`config.mk`:
```
export PLATFORM = sky130hd
export DESIGN_NAME = freelist_ckpt
export DESIGN_NICKNAME = d
export VERILOG_FILES = /design/src/rtl/cpu_ooo_pkg.sv /design/src/rtl/ckpt_table.sv /design/src/rtl/freelist_ckpt.sv
export SDC_FILE = /design/constraint.sdc
export NUM_CORES = 1
export LEC_CHECK = 0
export ABC_AREA = 1
export CAP_MARGIN = 10
export CORE_MARGIN = 2
export CORE_UTILIZATION = 63
export CTS_CLUSTER_DIAMETER = 50
export DETAILED_ROUTE_END_ITERATION = 10
export HOLD_SLACK_MARGIN = 0.02
export PLACE_DENSITY = 0.81
export SYNTH_ARGS = -nofsm -noshare
export SYNTH_HDL_FRONTEND = slang
export SYNTH_HIERARCHICAL = 1
export SYNTH_SLANG_ARGS = --single-unit
```
`constraint.sdc`:
```
create_clock -name clk -period 3.3 [get_ports clk]
set_input_delay 0.825 -clock clk [delete_from_list [all_inputs] [get_ports clk]]
set_output_delay 0.825 -clock clk [all_outputs]
set_load 0.01 [all_outputs]
```
`src/rtl/cpu_ooo_pkg.sv`:
```
// rtl/cpu_ooo_pkg.sv - shared core sizing and tag type for rename, RAT and register file
package cpu_ooo_pkg;
   localparam int PHYS_REGS_DEF  = 64;
   localparam int ARCH_REGS_DEF  = 32;
   localparam int CKPT_DEPTH_DEF = 8;
   localparam int TAG_W_DEF      = $clog2(PHYS_REGS_DEF);
   localparam int PAGE_W_DEF     = $clog2(CKPT_DEPTH_DEF);

   typedef logic [TAG_W_DEF-1:0] tag_t;
endpackage

```
`src/rtl/ckpt_table.sv`:
```
// rtl/ckpt_table.sv - branch checkpoint page array, one write port, one async read port
module ckpt_table #(
   parameter int DEPTH  = 8,
   parameter int WIDTH  = 6,
   localparam int AW    = $clog2(DEPTH)
)(
   input  logic             clk,
   input  logic             rst,
   input  logic             wr_en,
   input  logic [AW-1:0]    wr_addr,
   input  logic [WIDTH-1:0] wr_data,
   input  logic [AW-1:0]    rd_addr,
   output logic [WIDTH-1:0] rd_data
);
   logic [WIDTH-1:0] pages [DEPTH];

   always_ff @(posedge clk or negedge rst) begin
      if (!rst) begin
         for (int i = 0; i < DEPTH; i++) pages[i] <= '0;
      end else if (wr_en) begin
         pages[wr_addr] <= wr_data;
      end
   end

   assign rd_data = pages[rd_addr];
endmodule

```
`src/rtl/freelist_ckpt.sv`:
```
// rtl/freelist_ckpt.sv - physical register free list with branch checkpoints of the head pointer
module freelist_ckpt
   import cpu_ooo_pkg::*;
#(
   parameter int PHYS_REGS  = PHYS_REGS_DEF,
   parameter int ARCH_REGS  = ARCH_REGS_DEF,
   parameter int CKPT_DEPTH = CKPT_DEPTH_DEF,
   localparam int TAG_W     = $clog2(PHYS_REGS),
   localparam int FL_DEPTH  = PHYS_REGS - ARCH_REGS,
   localparam int PTR_W     = $clog2(FL_DEPTH),
   localparam int PAGE_W    = $clog2(CKPT_DEPTH)
)(
   input  logic              clk,
   input  logic              rst,
   input  logic              alloc_req,
   output logic              alloc_valid,
   output logic [TAG_W-1:0]  alloc_tag,
   input  logic              rel_valid,
   input  logic [TAG_W-1:0]  rel_tag,
   input  logic              save_on,
   input  logic [PAGE_W-1:0] save_page,
   input  logic              restore_on,
   input  logic [PAGE_W-1:0] restore_page,
   output logic [PTR_W:0]    free_count,
   output logic              overflow_err
);
   logic [TAG_W-1:0] buffer [FL_DEPTH];
   logic [PTR_W:0]   head, tail, head_next, ckpt_head;
   logic             full, pop, push;

   assign free_count  = tail - head;
   assign full        = (free_count == (PTR_W+1)'(FL_DEPTH));
   assign alloc_valid = (free_count != '0) && !restore_on;
   assign alloc_tag   = buffer[head[PTR_W-1:0]];
   assign pop         = alloc_req && alloc_valid;
   assign push        = rel_valid && !full;
   assign head_next   = head + (PTR_W+1)'(pop);

   // Checkpoints capture the post-pop head, so a same-cycle allocation is kept on restore.
   ckpt_table #(.DEPTH(CKPT_DEPTH), .WIDTH(PTR_W+1)) u_ckpt (
      .clk     (clk),
      .rst     (rst),
      .wr_en   (save_on && !restore_on),
      .wr_addr (save_page),
      .wr_data (head_next),
      .rd_addr (restore_page),
      .rd_data (ckpt_head)
   );

   always_ff @(posedge clk or negedge rst) begin
      if (!rst) begin
         head         <= '0;
         tail         <= {1'b1, {PTR_W{1'b0}}};
         overflow_err <= 1'b0;
         for (int i = 0; i < FL_DEPTH; i++) buffer[i] <= TAG_W'(ARCH_REGS + i);
      end else begin
         head <= restore_on ? ckpt_head : head_next;
         if (push) begin
            buffer[tail[PTR_W-1:0]] <= rel_tag;
            tail                    <= tail + 1'b1;
         end
         if (rel_valid && full) overflow_err <= 1'b1;
      end
   end
endmodule

```
==> flow_summary.ini, run 1 <==
[floorplan]
core.rowCount = 53
die_y_um = 151
start_util_pct = 64.8
dieWidth_um = 151
ios = 32
die-area_um2 = 22900
coreArea_um2 = 21200

[synth]
ys_types = 31
synth_largest_area_cell = dfrtp_1
synthCells = 1789
ys.flop_type = dfrtp_1
muxShareOfSynthArea_pct = 0
synth_area_leaders = dfrtp_1 (26%), dfstp_2 (22%), nand2_1 (18%), nand4_1 (8.8%), nor2_1 (3.9%)
syn_area_per_cell_um2 = 7.66
seq_area_frac_synth_pct = 47.2
synthAdderAreaFrac_pct = 1.15
synth_top_area_share_pct = 25.6
synth_simple_gate_area_share_pct = 36.6
ys_ff_latch = 253
netlist_area_um2 = 13700
synthesis.nets = 1819
synth_top_family_by_area = simple AND/OR/NAND/NOR gates
yosys_warnings = 6
synth_xor_area_share_pct = 0.511
async_flop_share_pct = 100
synth_compound_area_share_pct = 7.40
synth_edf_count = 0

[sta]
setup_ws_ns = -0.0384
rsz0062_at_grt = yes
slew_headroom_pct = 52.9
hold_viol_final = 0
setup_viol = 2
max_freq_ghz = 0.300
worst_pin_slew_ns = 0.707
finClkSkew_ns = 0.00557
period_share_pct = 101
min_period_ns = 3.34
maxSlewViolCount = 0
tns_ns = -0.0442

[drt]
drc = 0
wl_mm = 40.3
via_per_inst = 6.25
drt_iter0_drc = 1627
vias = 13100
first_pass_iters = 7
ant_nets = 0
wl_per_cell_um = 19.2

[setup_path]
reg2reg_slack_ns = 0.27
timing.rr.start = head[0]
crit_type = flip-flop to output port
critPathArrivalTime_ns = 2.51
crit_end = alloc_tag[1]
start_kind = flip-flop
critPathMaxFanout = 16
timing.rr.end = u_ckpt/pages[10]
cp.required_ns = 2.47
r2r_cells = 14
startpoint = head[0]
crit_path_end_kind = output port

[pwr]
p_leak_nw = 7.50
ir_worst_vdd_v = 0.000687
power.density_nw_per_um2 = 837
design_power_total_mw = 13.2

[clock_network]
ctsHoldBuffers = 0
cts.sinks = 253
cts_made_buffers = 31
clockBufferDepth = 3
cts_tree = done
cts_htree_levels = 1
clock_latency_ns = 0.56
clk_pin_slew_ns = 0.06
cts-root-buf = clkbuf_16

[layout]
final_util_pct = 74.8
instances_no_fill = 2096
drive_gt1_share_pct = 16.8
n_antenna_cell = 0
fin_nets = 1826
area_growth_pct = 15.4

[global_routing]
grt.total_usage_pct = 35.3
first_global_vias = 12300
gr-total-overflow = 0
grt_antenna_before_repair = 0
grt_pass1_wl_mm = 64.1
grt_max_degree = 94

[run]
cap_violations = 0

[placement]
dp_hpwl_mm = 23.6
dp_cells = 2018
gp_congestion = 0.907
port_buffers = 31

[status]
status = finished, violations left
violations = negative setup slack

[hold_path]
hp-class = primary input to asynchronous set/reset pin
worst min path at each step:
stage                           start           to  slack, ns
after floorplan           buffer[102]  buffer[102]       0.44
after global placement    buffer[155]  buffer[155]       0.45
after detailed placement  buffer[129]  buffer[129]       0.45
after CTS                         rst  buffer[118]       0.13
after global routing              rst  buffer[118]       0.13
final                             rst  buffer[118]       0.12
layer usage:
| layer | track usage, % | routed length, µm | vias to the layer above |
|---|---|---|---|
| li1 | - | - | 5980 |
| met1 | 47.8 | 16000 | 6211 |
| met2 | 56.5 | 18800 | 742 |
| met3 | 5.81 | 3710 | 171 |
| met4 | 15.5 | 1870 | 0 |
| met5 | 0 | 0 | - |
logic make-up after synthesis:
logic type      Yosys count
fa+ha+maj                12
buf+inv                 231
xor+xnor                  8
flops                   253
compound gates          187
simple gates           1098
state kept, by name (all words and copies together), names as in the netlist:
name          flops
buffer          192
head              6
overflow_err      1
tail              6
u_ckpt/pages     48
stage by stage:
step	setup WS, ns	area [µm²]	hold WS (ns)
floorplan	0.212	13700	0.437
global placement	0.177	14300	0.446
detailed placement	0.137	14300	0.451
CTS	-0.00685	15600	0.131
global route	-0.0998	15800	0.134
finish	-0.0384	15800	0.123
timing repair:
action / 4_1_cts / 5_1_grt
setup endpoints to repair: 9 / 17
gates cloned: 4 / 2
pin swaps: 14 / 9
buffers inserted: 6 / 8
resized for setup: 54 / 40
Yosys cell counts, types with 4 or more instances:
cell      number
ha_1          11
nand2_1      641
a21oi_1       16
buf_2         44
nand3_4       20
dfstp_2      113
inv_2          4
dfrtp_1      140
o21ai_1       49
o22ai_1       11
o211ai_1      24
nor2_1       144
clkbuf_1      70
o21ai_0       86
xor2_1         5
inv_1        101
nand3_1       92
nand4_1      193
cell usage in the layout (no fill, tap or decap), types with 2 or more instances in the layout:
cell type and n:
inv_2 6, dfrtp_1 135, nand3_1 89, inv_1 101, nand3_2 3, clkinvlp_4 4, nand3_4 20, buf_4 40
dlygate4sd2_1 5, buf_16 2, nand2_2 10, nor2_1 144, clkdlybuf4s50_1 20, o21ai_0 67, o211ai_1 24, a21oi_2 8
bufbuf_16 2, dfrtp_2 5, a21oi_1 3, nand4_1 193, buf_12 16, ha_1 7, clkbuf_1 7, clkbuf_2 3
o22ai_1 10, clkbuf_8 6, nand2_1 633, clkbuf_16 33, buf_6 4, dfstp_2 113, inv_6 2, xnor2_1 3
a21oi_4 5, xor2_1 5, o21ai_1 67, clkinv_2 8, ha_4 3
critical path, cell delays in order, from the launching register on:
cell	delay, ns
dfrtp_2	0.45
buf_6	0.15
bufbuf_16	0.30
nand2_1	0.07
nand3_1	0.10
nand3_1	0.13
nand2_2	0.08
a21oi_4	0.19
nand2_1	0.07
nand2_1	0.09
inv_1	0.04
dlygate4sd2_1	0.27
power by group:
group / switching, mW / total (mW) / internal (mW)
clock: 1.36 / 3.28 / 1.92
combinational: 3.18 / 4.97 / 1.79
sequential: 0.609 / 4.99 / 4.38
cell type report:
cell class,count,area (µm²)
Clock buffer,43,871
Tap cell,275,344
Inverter,108,422
Multi-Input combinational cell,1305,6450
Timing Repair Buffer,97,1130
Fill cell,1503,5340
Clock inverter,15,118
Sequential cell,253,6480
No activity file was read; power rests on OpenSTA's default activity.
==> run 2: changes to the inputs <==
clock period = 3.2 ns   (was 3.3 ns; I/O delays follow)
==> run 2 against run 1 <==
Compared with the run above:
- the run now ends clean
- final cell count fell by 0.48%
- register-to-register slack worse by 0.07 ns
- worst setup slack better by 0.11 ns
- critical path depth down 3
- global-route usage decreased by 0.44 points
- clock power increased by 11%
- sequential cell count unchanged
- largest power group unchanged
==> flow_summary.ini, run 2 (synthesis gave the netlist of run 1 again) <==
[floorplan]
coreArea_um2 = 21200
die_y_um = 151
ios = 32
dieWidth_um = 151
core.rowCount = 53
die-area_um2 = 22900
start_util_pct = 64.8

[layout]
drive_gt1_share_pct = 17.0
area_growth_pct = 14.9
largest_register = buffer
reg_top3 = buffer x192, u_ckpt/pages x48
final_util_pct = 74.4
fin_nets = 1816
n_antenna_cell = 0
largest_reg_flops = 192
final_common_cell = nand2_1
final_cell_mix = nand2_1 (634), nand4_1 (193), nor2_1 (142), dfrtp_1 (136), dfstp_2 (113)

[sta]
hold_slack_ns = 0.192
period_share_pct = 97.9
hold_viol_final = 0
rsz0062_at_grt = yes
max_freq_ghz = 0.319
finClkSkew_ns = 0.0133
tns_ns = 0
worst_pin_slew_ns = 0.745
maxSlewViolCount = 0
min_period_ns = 3.13
slew_headroom_pct = 50.4
setup_ws_ns = 0.0686
setup_viol = 0

[setup_path]
crit_type = flip-flop to output port
cp.required_ns = 2.40
crit_path_end_kind = output port
critPathArrivalTime_ns = 2.33
critPathMaxFanout = 3
start_kind = flip-flop

[pwr]
p_leak_nw = 7.49
p_sw_mw = 5.32
internal_power_mw = 8.43
swShare_pct = 38.7
power_frac_seq_pct = 37.1
ir_worst_vdd_v = 0.000619
design_power_total_mw = 13.8
power.density_nw_per_um2 = 874
comb_power_share_pct = 36.4
p_clk_share_pct = 26.6

[run]
cap_violations = 0

[clock_network]
clk_pin_slew_ns = 0.06
cts-root-buf = clkbuf_16
ctsHoldBuffers = 0
cts.sinks = 253
cts_htree_levels = 1
clockBufferDepth = 3
clock_latency_ns = 0.57
cts_tree = done
cts_made_buffers = 31

[global_routing]
grt.total_usage_pct = 34.8
first_global_vias = 12200
grt_max_degree = 98
grt_antenna_before_repair = 0
gr-total-overflow = 0
grt_pass1_wl_mm = 63.3

[drt]
wl_met2_mm = 18.3
m1WireLength_mm = 15.9
wl_per_cell_um = 18.9
ant_nets = 0
first_pass_iters = 8
maxUsedRoutingLayer = met4
drt_iter0_drc = 1369
via_per_inst = 6.21
vias = 12900
wl_met3_mm = 3.75
drc = 0
wl_mm = 39.5

[hold_path]
hp-class = primary input to asynchronous set/reset pin

[placement]
dp_slack_ns = 0.0102
gp_congestion = 0.897
port_buffers = 31
dp_hpwl_mm = 23.9

[status]
status = completed
-- run 2: power groups by stage --
stage / Sequential, mW / Combinational [mW] / Clock [mW]
6_report: 5.10 / 5.00 / 3.65
3_5_place_dp: 5.08 / 4.59 / 0
2_1_floorplan: 4.94 / 3.10 / 0
3_3_place_gp: 5.06 / 4.48 / 0
5_1_grt: 5.21 / 5.50 / 3.81
4_1_cts: 5.06 / 4.75 / 3.68
-- run 2: path summary, 6_finish.rpt --
| path | end | cells past startpoint | start | slack [ns] |
|---|---|---|---|---|
| setup / recovery | alloc_valid | 8 | head[0] | 0.07 |
| hold / removal | buffer[118] | 1 | rst | 0.19 |
| setup reg to reg | u_ckpt/pages[10] | 14 | head[0] | 0.20 |
| hold reg to reg | buffer[155] | 2 | buffer[155] | 0.46 |
| max in group asynchronous | buffer[82] | 2 | rst | 2.17 |
| min in group clk | buffer[155] | 2 | buffer[155] | 0.46 |
-- run 2: worst max-delay path, stage by stage (launching register included) --
cell     delay [ns]
dfrtp_2        0.44
ha_2           0.21
fa_2           0.53
nand2_1        0.06
nor2_2         0.10
nand3_2        0.10
nor2_4         0.12
a21oi_2        0.07
buf_2          0.14
-- run 2: metal layers --
metal  vias to the layer above  GRT usage, %
li1                       5970             -
met1                      6155          48.6
met2                       678          55.1
met3                       141          5.72
met4                         0          13.4
met5                         -             0
-- run 2: cell type report --
class                      instances  area (µm²)
timing repair buffer              87         991
sequential                       253        6480
fill                            1540        5410
multi-input combinational       1305        6440
inverter                         108         418
tap                              275         344
clock buffer                      37         828
clock inverter                    21         246
-- run 2: metrics by stage --
step | std cells | cell area, µm²
finish | 2086 | 15700
global route | 2086 | 15700
CTS | 2080 | 15600
detailed placement | 2017 | 14300
global placement | 2017 | 14300
floorplan | 1789 | 13700
-- run 2: repair_timing --
action,CTS,global route
setup endpoints to repair,12,24
resized for setup,60,48
cloned,3,2
pin swaps,4,13
setup buffers,2,4
